## src/rtl/spi_shift_engine.sv

```systemverilog
// SPI master shift engine (CPHA = 0, CPOL from config): one full-duplex transfer per start.
// Optional build macro SPI_LSB_FIRST_EN selects LSB-first bit order; default is MSB first.
module spi_shift_engine #(
    parameter int unsigned DATA_WIDTH = 8
) (
    input  logic                  clk,
    input  logic                  reset,
    input  logic                  wr_L,
    input  logic                  data_select,
    input  logic [DATA_WIDTH-1:0] bus_data_in,
    input  logic                  read_start,
    input  logic                  serclk_polarity,
    input  logic [3:0]            serclk_speed,
    input  logic                  miso,
    output logic                  sclk,
    output logic                  mosi,
    output logic                  ss_n,
    output logic                  busy,
    output logic                  done,
    output logic [DATA_WIDTH-1:0] rx_data,
    output logic                  collision
);

    localparam int unsigned EdgeW = $clog2(2 * DATA_WIDTH + 1);

    typedef enum logic [1:0] {StIdle, StShift, StDone} state_e;

    state_e                  state_q, state_d;
    logic                    wr_act_q;
    logic                    sclk_q;
    logic [3:0]              speed_q;
    logic [3:0]              div_q;
    logic [EdgeW-1:0]        edge_q;
    logic [DATA_WIDTH-1:0]   tx_q;
    logic [DATA_WIDTH-1:0]   rx_sh_q;
    logic [DATA_WIDTH-1:0]   rx_data_q;
    logic                    collision_q;

    logic                    wr_act;
    logic                    write_start;
    logic                    any_start;
    logic                    tick;
    logic                    last_edge;
    logic [DATA_WIDTH-1:0]   tx_word;
    logic [DATA_WIDTH-1:0]   tx_shifted;
    logic [DATA_WIDTH-1:0]   rx_shifted;

    assign wr_act      = ~(wr_L | data_select);
    assign write_start = wr_act & ~wr_act_q;
    assign any_start   = write_start | read_start;
    // Write beats a coincident read strobe.
    assign tx_word     = write_start ? bus_data_in : '1;
    assign tick        = (state_q == StShift) && (div_q == speed_q);
    assign last_edge   = tick && (edge_q == EdgeW'(2 * DATA_WIDTH - 1));

`ifdef SPI_LSB_FIRST_EN
    assign mosi       = tx_q[0];
    assign tx_shifted = {1'b1, tx_q[DATA_WIDTH-1:1]};
    assign rx_shifted = {miso, rx_sh_q[DATA_WIDTH-1:1]};
`else
    assign mosi       = tx_q[DATA_WIDTH-1];
    assign tx_shifted = {tx_q[DATA_WIDTH-2:0], 1'b1};
    assign rx_shifted = {rx_sh_q[DATA_WIDTH-2:0], miso};
`endif

    always_comb begin
        state_d = state_q;
        case (state_q)
            StIdle:  if (any_start) state_d = StShift;
            StShift: if (last_edge) state_d = StDone;
            StDone:  state_d = StIdle;
            default: state_d = StIdle;
        endcase
    end

    always_ff @(posedge clk) begin
        if (reset) begin
            state_q <= StIdle;
        end else begin
            state_q <= state_d;
        end
    end

    always_ff @(posedge clk) begin
        if (reset) begin
            wr_act_q    <= 1'b0;
            sclk_q      <= 1'b0;
            speed_q     <= '0;
            div_q       <= '0;
            edge_q      <= '0;
            tx_q        <= '1;
            rx_sh_q     <= '0;
            rx_data_q   <= '0;
            collision_q <= 1'b0;
        end else begin
            wr_act_q <= wr_act;
            if (any_start && (state_q != StIdle)) collision_q <= 1'b1;
            case (state_q)
                StIdle: begin
                    // sclk_q doubles as the latched CPOL once a transfer starts.
                    sclk_q <= serclk_polarity;
                    tx_q   <= '1;
                    if (any_start) begin
                        speed_q <= serclk_speed;
                        tx_q    <= tx_word;
                        div_q   <= '0;
                        edge_q  <= '0;
                    end
                end
                StShift: begin
                    if (tick) begin
                        div_q  <= '0;
                        sclk_q <= ~sclk_q;
                        edge_q <= edge_q + EdgeW'(1);
                        if (!edge_q[0]) rx_sh_q <= rx_shifted;
                        else            tx_q    <= tx_shifted;
                        if (last_edge) rx_data_q <= rx_sh_q;
                    end else begin
                        div_q <= div_q + 4'd1;
                    end
                end
                default: ;
            endcase
        end
    end

    assign sclk      = sclk_q;
    assign ss_n      = (state_q == StIdle);
    assign busy      = (state_q != StIdle);
    assign done      = (state_q == StDone);
    assign rx_data   = rx_data_q;
    assign collision = collision_q;

endmodule

```

## config.mk

```make
export PLATFORM = sky130hd
export DESIGN_NAME = spi_shift_engine
export DESIGN_NICKNAME = d
export VERILOG_FILES = /design/src/rtl/spi_shift_engine.sv
export SDC_FILE = /design/constraint.sdc
export NUM_CORES = 1
export LEC_CHECK = 0
export CORE_MARGIN = 1.5
export CORE_UTILIZATION = 50
export DETAILED_ROUTE_END_ITERATION = 12
export GPL_TIMING_DRIVEN = 0
export PLACE_DENSITY = 0.76
export SETUP_SLACK_MARGIN = 0.15
export SLEW_MARGIN = 10
export SYNTH_ARGS = -nofsm -noshare
export SYNTH_HDL_FRONTEND = slang
export SYNTH_SLANG_ARGS = --single-unit
```

## constraint.sdc

```tcl
create_clock -name clk -period 2.4 [get_ports clk]
set_clock_uncertainty 0.15 [all_clocks]
set_input_delay 0.6 -clock clk [delete_from_list [all_inputs] [get_ports clk]]
set_output_delay 0.6 -clock clk [all_outputs]
set_load 0.05 [all_outputs]
```

## Yosys cells after proc, flatten, opt, wreduce, memory -nomap -nowiden

Index checks and enable logic that the tools add are counted.

- Memories: 0
- Latch bits: 0
- Register bits after elaboration: 42
- Logic and storage cells: 57
- Memory bits (read-only): 0
- Output and inout bits: 14
- Input port bits: 19
- Memory bits (writable): 0

- Magnitude comparators: 0
- Bitwise operators: 7
- Divide/modulo/power cells: 0
- Add/subtract/negate cells: 2
- Multiplexer cells: 16
- Eq/ne operators: 8
- Reduce and logical (&&, ||, !) cells: 14
- Shift operators: 0
- Multipliers: 0

Operators with widths:

| kind | number |
|---|---|
| 8-bit two-way mux | 4 |
| 8-bit one-hot mux with 2 select lines | 1 |
| 3-bit AND reduction | 4 |
| 5-bit two-way mux | 2 |
| 5-bit one-hot mux with 2 select lines | 1 |
| 4-bit two-way mux | 2 |
| 4-bit one-hot mux with 2 select lines | 1 |
| 2-bit AND reduction | 4 |
| 2-bit != test (second input constant) | 3 |
| 5-bit by 1-bit adder with 5-bit output (second input constant) | 1 |
| 5-bit by 4-bit equality test with 1-bit output (second input constant) | 1 |
| 4-bit by 1-bit adder with 4-bit output (second input constant) | 1 |
| 4-bit equality test | 1 |
| 2-bit two-way mux | 2 |
| 1-bit inverter | 4 |
| 2-bit one-hot mux with 2 select lines | 1 |
| 2-bit nonzero test | 2 |
| 1-bit logical AND | 3 |
| 2-bit by 1-bit equality test with 1-bit output (second input constant) | 1 |
| 2-bit equality test (second input constant) | 1 |
| 2-bit logical NOT | 1 |
| 2-bit by 1-bit != test with 1-bit output (second input constant) | 1 |
| 1-bit OR | 2 |
| 1-bit one-hot mux with 2 select lines | 1 |
| other kinds (2) | 2 |

## Logic depth before layout (Yosys ltp)

- Depth in word-level cells: 6
- Mapped depth: 6
- Depth with buffers taken out: 6

## Least setup slack after synthesis

No wires, ideal clock.

- Path type: register to output
- Start point: reg state_q[0]
- End point: out busy
- Data required time: 1.650 ns
- Arrival time: 1.208 ns
- Path slack: 0.442 ns
- Stages on the path, launching flop included: 4
- Buffers on the path: 1
- Cell sequence: dfxtp_1 -> inv_1 -> nand2_1 -> clkbuf_1

- Longest elaborated chain between the ends: 1

RTL lines:

| what | RTL line | RTL |
|---|---|---|
| start: declaration | 28 | `state_e state_q, state_d;` |
| start signal: assignment | 78 | `state_q <= StIdle;` |
| start signal: assignment | 80 | `state_q <= state_d;` |
| 2-bit nonzero test | 129 | `assign busy = (state_q != StIdle);` |
| end: declaration | 18 | `output logic busy,` |

No other way between the ends.

## Final worst setup path

- Start point: reg rx_data_q[0], in the netlist rx_data[0]
- End point: out rx_data[0]

RTL lines:

| what | RTL line | RTL |
|---|---|---|
| start: declaration | 36 | `logic [DATA_WIDTH-1:0] rx_data_q;` |
| start signal: assignment | 117 | `if (last_edge) rx_data_q <= rx_sh_q;` |
| end: declaration | 20 | `output logic [DATA_WIDTH-1:0] rx_data,` |

No word-level cell between the ends.

==> impl_metrics.yaml <==
synthesis:
  synth-simple-area-share_pct: 14.9
  synthFlopType: "dfxtp_1"
  synth_seq_cells: 42
  synth_xor_area_share_pct: 3.44
  async_flop_share_pct: 0
  synthTopCellsByArea: "dfxtp_1, mux2i_1, nand2_1, o211ai_2, xnor2_2"
  synth.distinct_cells: 39
  synth_top_area_share_pct: 44.5
  synth_edf_count: 0
  synth.avg_cell_area_um2: 10.1
  ys_seq_area_share_pct: 44.5
  synth_most_common_cell: "dfxtp_1"
  synth_common_cells: "dfxtp_1, nand2_1, mux2i_1, nor2_1"
  synth_top_family_by_area: "compound AO/OA/AOI/OAI gates"
  synthMuxAreaShare_pct: 11.7
  synth_compound_area_share_pct: 19.9
  yosys_warnings: 0
  synth_fa_ha_area_share_pct: 1.99
  syn_inst: 187
  yosysTopAreaCell: "dfxtp_1"
  synthesis.nets: 209
  mappedNetlistArea_mm2: 0.00189
global_routing:
  grt_max_degree: 14
  grt_overflow: 0
  track_usage_pct: 21.1
  antenna_found_initial: 0
  first_global_vias: 1517
  grt_pass1_wl_um: 6840
cts:
  clock-sinks: 42
  cts_buffers: 5
  post_cts_buffers: 0
  clk_pin_slew_ns: 0.08
  cts-root-buf: "clkbuf_8"
  htreeDepth: 2
  cts_buffer_depth: 2
  holdBufCountCts: 0
  clock_latency_ns: 0.29
  tritoncts: "yes"
layout:
  final_area_mm2: 0.00240
  antenna_cells: 0
  postLayoutCoreUtil_pct: 66.2
  final_net_count: 247
  final_cells: 274
  drive_gt1_share_pct: 16.4
  syn_to_final_growth_pct: 27.2
power_and_ir_drop:
  clock_power_share_pct: 37.5
  switchingPower_mw: 0.484
  peakVddDrop_uv: 415
  p_sw_share_pct: 26.8
  p_comb_share_pct: 20.3
  intPower_mw: 1.33
  power.leakage_nw: 0.926
  power.density_mw_per_mm2: 753
  seqPwrFrac_pct: 42.3
sta:
  worstMarginPinSlew_ns: 0.808
  holdWs_ns: 0.305
  rsz0062_at_grt: "yes"
  period_needed_ns: 2.19
  clock.fmax_mhz: 456
  drv_slew: 0
  finalHoldViolCount: 0
  worst_slack_ns: 0.208
  setup_viol: 0
  timing.final.crit_share_pct: 91.3
  max_slew_margin_pct: 45.8
critical_path:
  reg2reg_slack_ns: 0.39
  crit_buf_inv: 1
  path_class: "flop to output pin"
  critPathMaxStageDelay_ns: 0.80
  crit_slowest_cell: "clkdlybuf4s50_1"
  worstSetupStartpointType: "flop"
  crit_chain: "clkdlybuf4s50_1"
  path_delay_family: "buffers and inverters"
  crit_start: "rx_data[0]$_SDFFE_PP0P_"
  required_ns: 1.65
  worst-path-max-fanout: 2
  cp_data_arrival_time_ns: 1.44
  r2r-start: "edge_q[0]$_SDFFE_PP0P_"
  cp-end-kind: "output pin"
detailed_routing:
  viasPerCell: 5.60
  antenna_left: 0
  drt-total-wl_um: 4020
  drcViolationCount: 0
  drt_iter0_markers: 60
  wire_per_inst_um: 14.7
  num_vias: 1534
  drt_first_pass_iters: 4
place:
  dp_slack_ns: -0.290
  portBuffers: 31
  hpwl_um: 2930
  place_congestion: 0.777
  dp_cells: 266
  dpl_cell_area_mm2: 0.00226
floorplanning:
  core_mm2: 0.00363
  die_area_mm2: 0.00416
  die_x_um: 64.5
  fp-row-count: 22
  die_y_um: 64.5
  ios: 33
  initial_utilization_pct: 52.0
min_path:
  min_path_type: "flop to flop"
  hold_start: "collision$_SDFFE_PP0P_"
job:
  maxCapViolCount: 0
outcome:
  status: "completed"
worst min-delay path, stage by stage, from the launching register on:
cell	delay [ns]
dfxtp_1	0.31
inv_1	0.05
a21oi_1	0.05
power groups by stage:
stage	clock [mW]	combinational, mW	sequential, mW
after floorplan	0	0.246	0.796
after global placement	0	0.353	0.778
after detailed placement	0	0.367	0.780
after CTS	0.691	0.368	0.764
after global routing	0.730	0.394	0.770
final	0.678	0.367	0.765
registers in the layout, summed over array words and instances (netlist names):
name,flops
speed_q,4
edge_q,5
wr_act_q,1
tx_q,8
collision,1
state_q,2
sclk,1
rx_sh_q,8
div_q,4
rx_data,8
cells in the final DEF, fill, tap and decap left out, types with 4 or more instances in the layout:
cell type	Yosys	final
a21oi_1	4	4
a31oi_1	4	4
clkbuf_8	0	6
clkdlybuf4s50_1	0	26
dfxtp_1	42	42
mux2i_1	22	22
nand2_1	25	25
nand3_1	4	4
nor2_1	12	12
o211ai_1	8	8
o211ai_2	7	7
o21ai_1	4	4
o22ai_1	8	8
xnor2_2	4	4
layout make-up:
type                    count  area, um2
fillers                   303       1230
clock inverters             2       60.1
multi-input cells         131        985
inverters                   7       26.3
clock buffers               6       82.6
flip-flops and latches     42        841
well taps                  48       60.1
plain buffers               7       43.8
repair buffers             31        305
per-layer routing:
metal | track usage (%) | wire length, um | up-vias
met1 | 24.7 | 1700 | 737
li1 | - | - | 763
met4 | 5.59 | 51 | 0
met5 | 0 | 0 | -
met3 | 5.21 | 155 | 7
met2 | 38.4 | 2110 | 27
per-stage QoR:
step | power [mW] | TNS (ns)
global route | 1.89 | 0
floorplan | 1.04 | 0
CTS | 1.82 | 0
detailed placement | 1.15 | -1.04
finish | 1.81 | 0
global placement | 1.13 | -0.670
final timing paths:
path                            endpoint  depth (start not counted)
setup / recovery              rx_data[0]                          1
hold reg to reg   collision$_SDFFE_PP0P_                          2
hold / removal    collision$_SDFFE_PP0P_                          2
setup reg to reg  edge_q[4]$_SDFFE_PP0P_                          5
kinds of logic (layout without fill, tap and decap cells):
group                      Yosys count  in the layout
DFF                                 42             42
xor gates and xnor gates             4              4
AOI/OAI and AO/OA                   46             46
muxes                               22             22
buffers and inverters               14             53
adders and majority gates            3              3
and+or+nand+nor                     56             56
timing repair:
action,CTS,global route
hold endpoints to repair,0,0
setup endpoints to repair,3,12
resized for setup,10,11
No activity file was read; power rests on OpenSTA's default activity.
